===== src/rtl/seq_ripple_adder.sv =====
// seq_ripple_adder: multi-cycle chunked ripple-carry adder/subtractor.
// Operands are latched on accept and summed CHUNK bits per clock, least
// significant chunk first, with the inter-chunk carry held in a register.
// Results are presented through a valid/ready handshake and held until taken.

module seq_ripple_adder #(
    parameter int WIDTH = 16,
    parameter int CHUNK = 4
) (
    input  logic             clk,
    input  logic             rst,
    input  logic             in_valid,
    output logic             in_ready,
    input  logic [WIDTH-1:0] a,
    input  logic [WIDTH-1:0] b,
    input  logic             cin,
    input  logic             sub,
    output logic             out_valid,
    input  logic             out_ready,
    output logic [WIDTH-1:0] sum,
    output logic             cout,
    output logic             ovf
);

    localparam int NCHUNK = WIDTH / CHUNK;
    localparam int IDXW   = (NCHUNK > 1) ? $clog2(NCHUNK) : 1;
    localparam logic [IDXW-1:0] LAST_IDX = IDXW'(NCHUNK - 1);

    typedef enum logic [1:0] {
        IDLE = 2'd0,
        RUN  = 2'd1,
        DONE = 2'd2
    } state_t;

    state_t state;
    state_t next_state;

    logic             armed;
    logic [WIDTH-1:0] a_reg;
    logic [WIDTH-1:0] b_reg;
    logic             carry;
    logic [IDXW-1:0]  index;

    int               base;
    logic [CHUNK-1:0] chunk_a;
    logic [CHUNK-1:0] chunk_b;
    logic [CHUNK-1:0] chunk_s;
    logic             chunk_c;
    logic             chunk_ovf;
    logic             last;
    logic             accept;

    // armed keeps in_ready low until the first clock edge after reset is released
    assign in_ready  = (state == IDLE) && armed;
    assign out_valid = (state == DONE);
    assign accept    = in_valid && in_ready;
    assign last      = (index == LAST_IDX);

    // Current chunk slice and its ripple sum; overflow uses carry-into-MSB = a^b^s at the MSB
    always_comb begin
        base      = int'(index) * CHUNK;
        chunk_a   = a_reg[base +: CHUNK];
        chunk_b   = b_reg[base +: CHUNK];
        {chunk_c, chunk_s} = {1'b0, chunk_a} + {1'b0, chunk_b} + {{CHUNK{1'b0}}, carry};
        chunk_ovf = chunk_a[CHUNK-1] ^ chunk_b[CHUNK-1] ^ chunk_s[CHUNK-1] ^ chunk_c;
    end

    // State register
    always_ff @(posedge clk or posedge rst) begin
        if (rst) begin
            state <= IDLE;
        end else begin
            state <= next_state;
        end
    end

    // Next-state logic: accept in IDLE, step through chunks in RUN, wait for consumer in DONE
    always_comb begin
        next_state = state;
        case (state)
            IDLE: begin
                if (accept) begin
                    next_state = RUN;
                end
            end
            RUN: begin
                if (last) begin
                    next_state = DONE;
                end
            end
            DONE: begin
                if (out_ready) begin
                    next_state = IDLE;
                end
            end
            default: begin
                next_state = IDLE;
            end
        endcase
    end

    // Datapath: latch operands on accept, accumulate one chunk per RUN cycle, capture flags on the last chunk
    always_ff @(posedge clk or posedge rst) begin
        if (rst) begin
            armed <= 1'b0;
            a_reg <= '0;
            b_reg <= '0;
            carry <= 1'b0;
            index <= '0;
            sum   <= '0;
            cout  <= 1'b0;
            ovf   <= 1'b0;
        end else begin
            armed <= 1'b1;
            case (state)
                IDLE: begin
                    if (accept) begin
                        a_reg <= a;
                        b_reg <= sub ? ~b : b;
                        carry <= sub ? 1'b1 : cin;
                        index <= '0;
                    end
                end
                RUN: begin
                    sum[base +: CHUNK] <= chunk_s;
                    carry <= chunk_c;
                    if (last) begin
                        cout  <= chunk_c;
                        ovf   <= chunk_ovf;
                        index <= '0;
                    end else begin
                        index <= index + 1'b1;
                    end
                end
                default: begin
                end
            endcase
        end
    end

endmodule

===== config.mk =====
export PLATFORM = sky130hd
export DESIGN_NAME = seq_ripple_adder
export DESIGN_NICKNAME = d
export VERILOG_FILES = /design/src/rtl/seq_ripple_adder.sv
export SDC_FILE = /design/constraint.sdc
export NUM_CORES = 1
export LEC_CHECK = 0
export ABC_AREA = 0
export BUFFER_PORTS_ARGS = -buffer_cell sky130_fd_sc_hd__buf_2
export CAP_MARGIN = 20
export CORE_MARGIN = 3
export CORE_UTILIZATION = 40
export DETAILED_ROUTE_END_ITERATION = 10
export SLEW_MARGIN = 10
export SYNTH_ARGS = -nofsm -noshare
export SYNTH_HDL_FRONTEND = slang
export SYNTH_SLANG_ARGS = --single-unit

===== constraint.sdc =====
create_clock -name clk -period 3.1 [get_ports clk]
set_clock_uncertainty 0.2 [all_clocks]
set_input_delay 0.155 -clock clk [delete_from_list [all_inputs] [get_ports clk]]
set_output_delay 0.155 -clock clk [all_outputs]
set_load 0.02 [all_outputs]

Word level (Yosys, flattened, before mapping)
Cells that the tools add are included.
{ "op_classes": {"n_addsub": 4, "eq_ne": 6, "shifts": 4, "muxes": 12, "n_bitwise": 4, "n_reduce_logical": 8} }
{ "op_table": {"columns": ["op", "n"], "rows": [
  ["negation 4 -> 33 bit", 1],
  ["variable shift 4 x 33 -> 16 bit, first input constant", 1],
  ["indexed part select 4 x 33 -> 16 bit", 1],
  ["indexed part select 16 x 5 -> 4 bit", 2],
  ["bitwise mux 16 bit", 1],
  ["two-way mux 16 bit", 1],
  ["inverter 16 bit", 1],
  ["two-way mux 2 bit", 5],
  ["case mux 2 bit (3 select lines)", 1],
  ["AND reduction 2 bit", 3],
  ["adder 4 x 4 -> 5 bit", 1],
  ["adder 5 x 1 -> 5 bit", 1],
  ["== test 2 bit, second input constant", 2],
  ["!= test 2 bit, second input constant", 2],
  ["case mux 2 bit (2 select lines)", 1],
  ["AND reduction 3 bit", 1],
  ["XOR 1 bit", 3],
  ["adder 2 x 1 -> 2 bit, second input constant", 1],
  ["== test 2 x 1 -> 1 bit, second input constant", 1],
  ["logical AND 1 bit", 2],
  ["logical NOT 2 bit", 1],
  ["two-way mux 1 bit", 2],
  ["!= test 2 x 1 -> 1 bit, second input constant", 1],
  ["case mux 1 bit (2 select lines)", 1],
  ["nonzero test 2 bit", 1]
]} }
{ "word_totals": {"reg_bits": 56, "in_bits": 38, "out_inout_bits": 20, "word_cells": 47} }

Depth between registers and ports, before layout
{ "depth": {"depth_word": 5, "mapped_depth": 8, "ltp_nobuf": 7} }

Worst setup path after synthesis
No wires, ideal clock.
{ "synth_timing": {"path_kind": "register -> register", "start": "register index[1]", "end": "register ovf", "setup_ps": 128, "t_arrival_ps": 2509, "t_required_ps": 2772, "setup_slack_ps": 264, "stages_incl_launch_ff": 9, "path_buffers": 1, "period_less_slack_ps": 2836, "cell_sequence": "dfrtp_1 clkbuf_1 mux4_2 fa_1 fa_1 a21o_1 a21oi_1 xnor2_1 o21ai_0"} }
{ "synth_via": {"elab_chain_len": 5, "word_cells_on_any_way": 9, "cone_classes": "2 x add/sub; 1 x eq/ne; 2 x shift; 3 x bitwise; 1 x reduce/logical"} }
{ "synth_rtl": {"columns": ["item", "line", "text"], "rows": [
  ["start: declaration", "42", "logic [IDXW-1:0] index;"],
  ["start signal: assignment", "132", "index <= index + 1'b1;"],
  ["indexed part select 16 x 5 -> 4 bit, on equally long branches", "62, 63", null],
  ["adder 4 x 4 -> 5 bit", "64", "{chunk_c, chunk_s} = {1'b0, chunk_a} + {1'b0, chunk_b} + {{CHUNK{1'b0}}, carry};"],
  ["adder 5 x 1 -> 5 bit", "64", null],
  ["XOR 1 bit (2 in series)", "65", "chunk_ovf = chunk_a[CHUNK-1] ^ chunk_b[CHUNK-1] ^ chunk_s[CHUNK-1] ^ chunk_c;"],
  ["end signal: assignment", "129", "ovf <= chunk_ovf;"],
  ["end: declaration", "22", "output logic ovf"]
]} }
Several ways; a longest one is shown, not always the timed one.
A chain may end at the register's enable or synchronous reset.

Worst setup path after layout
{ "layout_timing": {"start": "register index[0]", "end": "register ovf"} }
Same word-level chain as after synthesis.

==> out/summary.txt <==
Clock slew at reported path FFs = 100 ps
Die width = 87.9 um
Vias in the first global route = 1967
Cells after Synth = 213
Via count = 1882
Clk Latency, worst-skew pair = 310 ps
Met1 Track Usage GR = 20.7%
Min-Delay Path Class = input pin to flop
Critical Path, Cell by Cell = mux4_2 -> fa_1 -> fa_1 -> a21o_1 -> a21oi_1 -> xnor2_1 -> o21ai_0
Worst R2R Setup Slack = 170 ps
Worst path slowest cell = mux4_2
Status = finished clean
First-pass GRT wire length = 9480 um
Setup_tns = 0 ps
Fraction of layout cells with a size suffix above 1 = 28.4%
Critical Path End Type = flop
Clock Tree Buf Depth = 2
Die Span Y = 87.9 um
Gr usage total = 16.0%
Synth unique cells = 32
Pre-antenna DRT Iters = 4
FF+latch area = 1400 um^2
CTS root buf = clkbuf_8
Slew Viols, Final = 0
Fmax = 0.342 GHz
Resized Gates After CTS = 0
Mean Syn Cell Area = 12.6 um^2
Most used cell, CP = fa_1
Synthesized cell area = 2680 um^2
Post-DR vias/cell = 4.91
Residual DRC = 0
Setup violators final = 0
Worst slew pin tran = 585 ps
Buf/Inv on CP = 0
Worst Path Required = 3090 ps
Synth-to-Final Area Change = 31.3%
Yosys warning count = 0
Initial antenna violation count = 0
Tcrit/Tclk final = 94.5%
# port buffers = 57
CP Launch Type = flop
Slew HR = 60.9%
Finished Cell Area = 3520 um^2
Met2 GRT Util = 27.7%
Initial DRC count = 44
Overflow after GRT = 0
H-Tree Depth = 2
Routability cong. = 0.826
Max-Cap Viols = 0
RSZ-0062 raised after global routing = false
Seq/Total Area, Yosys = 52.3%
Multi-input logic area = 1210 um^2
VDD IR max = 483 uV
Pwr/cell area = 1050 nW/um^2
Worst path arrival time = 2910 ps
Nets = 354
Largest net degree at the start of global routing = 54
Die ar. = 7720 um^2
Critical setup path kind = flop to flop
Family with the most delay on the worst path = adder cells
Postcts setup bufs = 0
Diodes inserted = 0
CP max FO = 4
Total power = 3.70 mW
Drt total wl = 5660 um
DP Wirelength = 3960 um
CP max stage delay = 550 ps
Clk sinks = 56
DRT antenna net count = 0
Inserted Clock Buffers = 5
Fin crit period = 2930 ps
Layout filler cell count = 550
Busiest grt layer = met2
Standby leakage power = 1.61 nW
Placed Area = 3040 um^2
GRT met3 Usage = 2.92%
Final worst setup slack = 172 ps
Std-Cell Core Area = 6420 um^2
Final Hold Fails = 0
# IOs = 58
Cell Rows = 29
CTS tree = yes
Initial Util = 41.7%
CTS Hold Buffers Added = 34
DR WL/cell = 14.8 um
Synth Register Bits = 56
Pre-CTS WS = 175 ps
Syn Nets = 262
==> worst min-delay path, cell delays in order <==
cell,delay (ps)
buf_2,80
nor2_1,30
nand2_1,90
o211ai_1,90
o21ai_1,80
==> layout by cell type, fill, tap and decap left out, types with 4 or more instances in the layout <==
cell type,count
a21oi_1,18
a22o_1,14
mux2_2,4
xnor2_1,19
clkbuf_8,5
o31ai_1,4
buf_4,5
nor2_1,18
dfrtp_1,56
mux4_2,8
nand2_1,14
ha_1,9
dlygate4sd3_1,34
mux2_1,12
buf_2,57
==> through the flow <==
step,utilization (%),std cells,hold WS (ps)
global placement,47.3,341,20.2
global route,54.8,383,112
CTS,54.8,383,57.7
floorplan,-,213,89.7
detailed placement,47.3,341,31.3
finish,54.8,383,75.8
==> kinds of logic after synthesis <==
family	Yosys count	synth area share [%]
AOI/OAI and AO/OA	43	10.7
buffers and inverters	14	3.17
muxes	24	13.4
adders and majority gates	11	5.70
other	1	0.140
DFF	56	52.3
xor gates and xnor gates	20	6.54
and+or+nand+nor	44	7.98
==> layout make-up <==
| cell class | count | area share [%] |
|---|---|---|
| clock buffer | 5 | 1.96 |
| clock inverter | 3 | 1.96 |
| inverter | 3 | 0.320 |
| multi-input combinational | 143 | 34.4 |
| sequential | 56 | 39.8 |
| tap | 77 | 2.74 |
| timing repair buffer | 96 | 18.8 |
==> synthesized netlist by cell type <==
library cell	number	share of area (%)
nor2b_1	2	0.47
a21o_1	2	0.56
o21ai_0	2	0.37
o31ai_1	4	1.1
xnor2_1	19	6.2
nand2b_1	2	0.47
mux4_2	8	6.7
xor2_1	1	0.33
buf_2	5	0.93
buf_4	3	0.84
inv_1	3	0.42
buf_6	2	0.84
dfrtp_1	56	52
nand3b_1	1	0.28
ha_1	9	4.2
nor4bb_1	1	0.37
nor4_2	2	0.93
o21bai_1	1	0.28
nor2_1	18	2.5
o21ai_1	1	0.19
or3_1	2	0.47
nor3b_1	1	0.28
fa_1	2	1.5
mux2_2	4	1.7
conb_1	1	0.14
nand2_1	14	2.0
clkbuf_1	1	0.14
mux2_1	12	5.0
a21oi_1	18	3.4
nor2_2	1	0.23
o211ai_1	1	0.28
a22o_1	14	4.6
==> metal layers <==
layer | up-vias | routed length, um | part of all wire, %
li1 | 932 | - | -
met3 | 5 | 193 | 3.4
met1 | 909 | 2670 | 47
met2 | 36 | 2760 | 49
met5 | - | 0 | 0
met4 | 0 | 48 | 0.85
==> report_power, final <==
part           total (mW)  switching (mW)  internal (mW)
Combinational        1.91            1.06          0.848
Clock               0.565           0.240          0.325
Sequential           1.23           0.189           1.04
==> path summary, 6_finish.rpt <==
path / start / cells after the start / to
worst min-delay path: cin / 5 / carry$_DFFE_PP0P_
worst min register to register: sum[6]$_DFFE_PP0P_ / 2 / sum[6]$_DFFE_PP0P_
worst max register to register: index[0]$_DFFE_PP0P_ / 7 / ovf$_DFFE_PP0P_
worst max-delay path: index[0]$_DFFE_PP0P_ / 7 / ovf$_DFFE_PP0P_
min in group asynchronous: rst / 3 / a_reg[11]$_DFFE_PP0P_
max in group asynchronous: rst / 4 / b_reg[4]$_DFFE_PP0P_
Note: power is estimated with default switching activity, not from simulation.
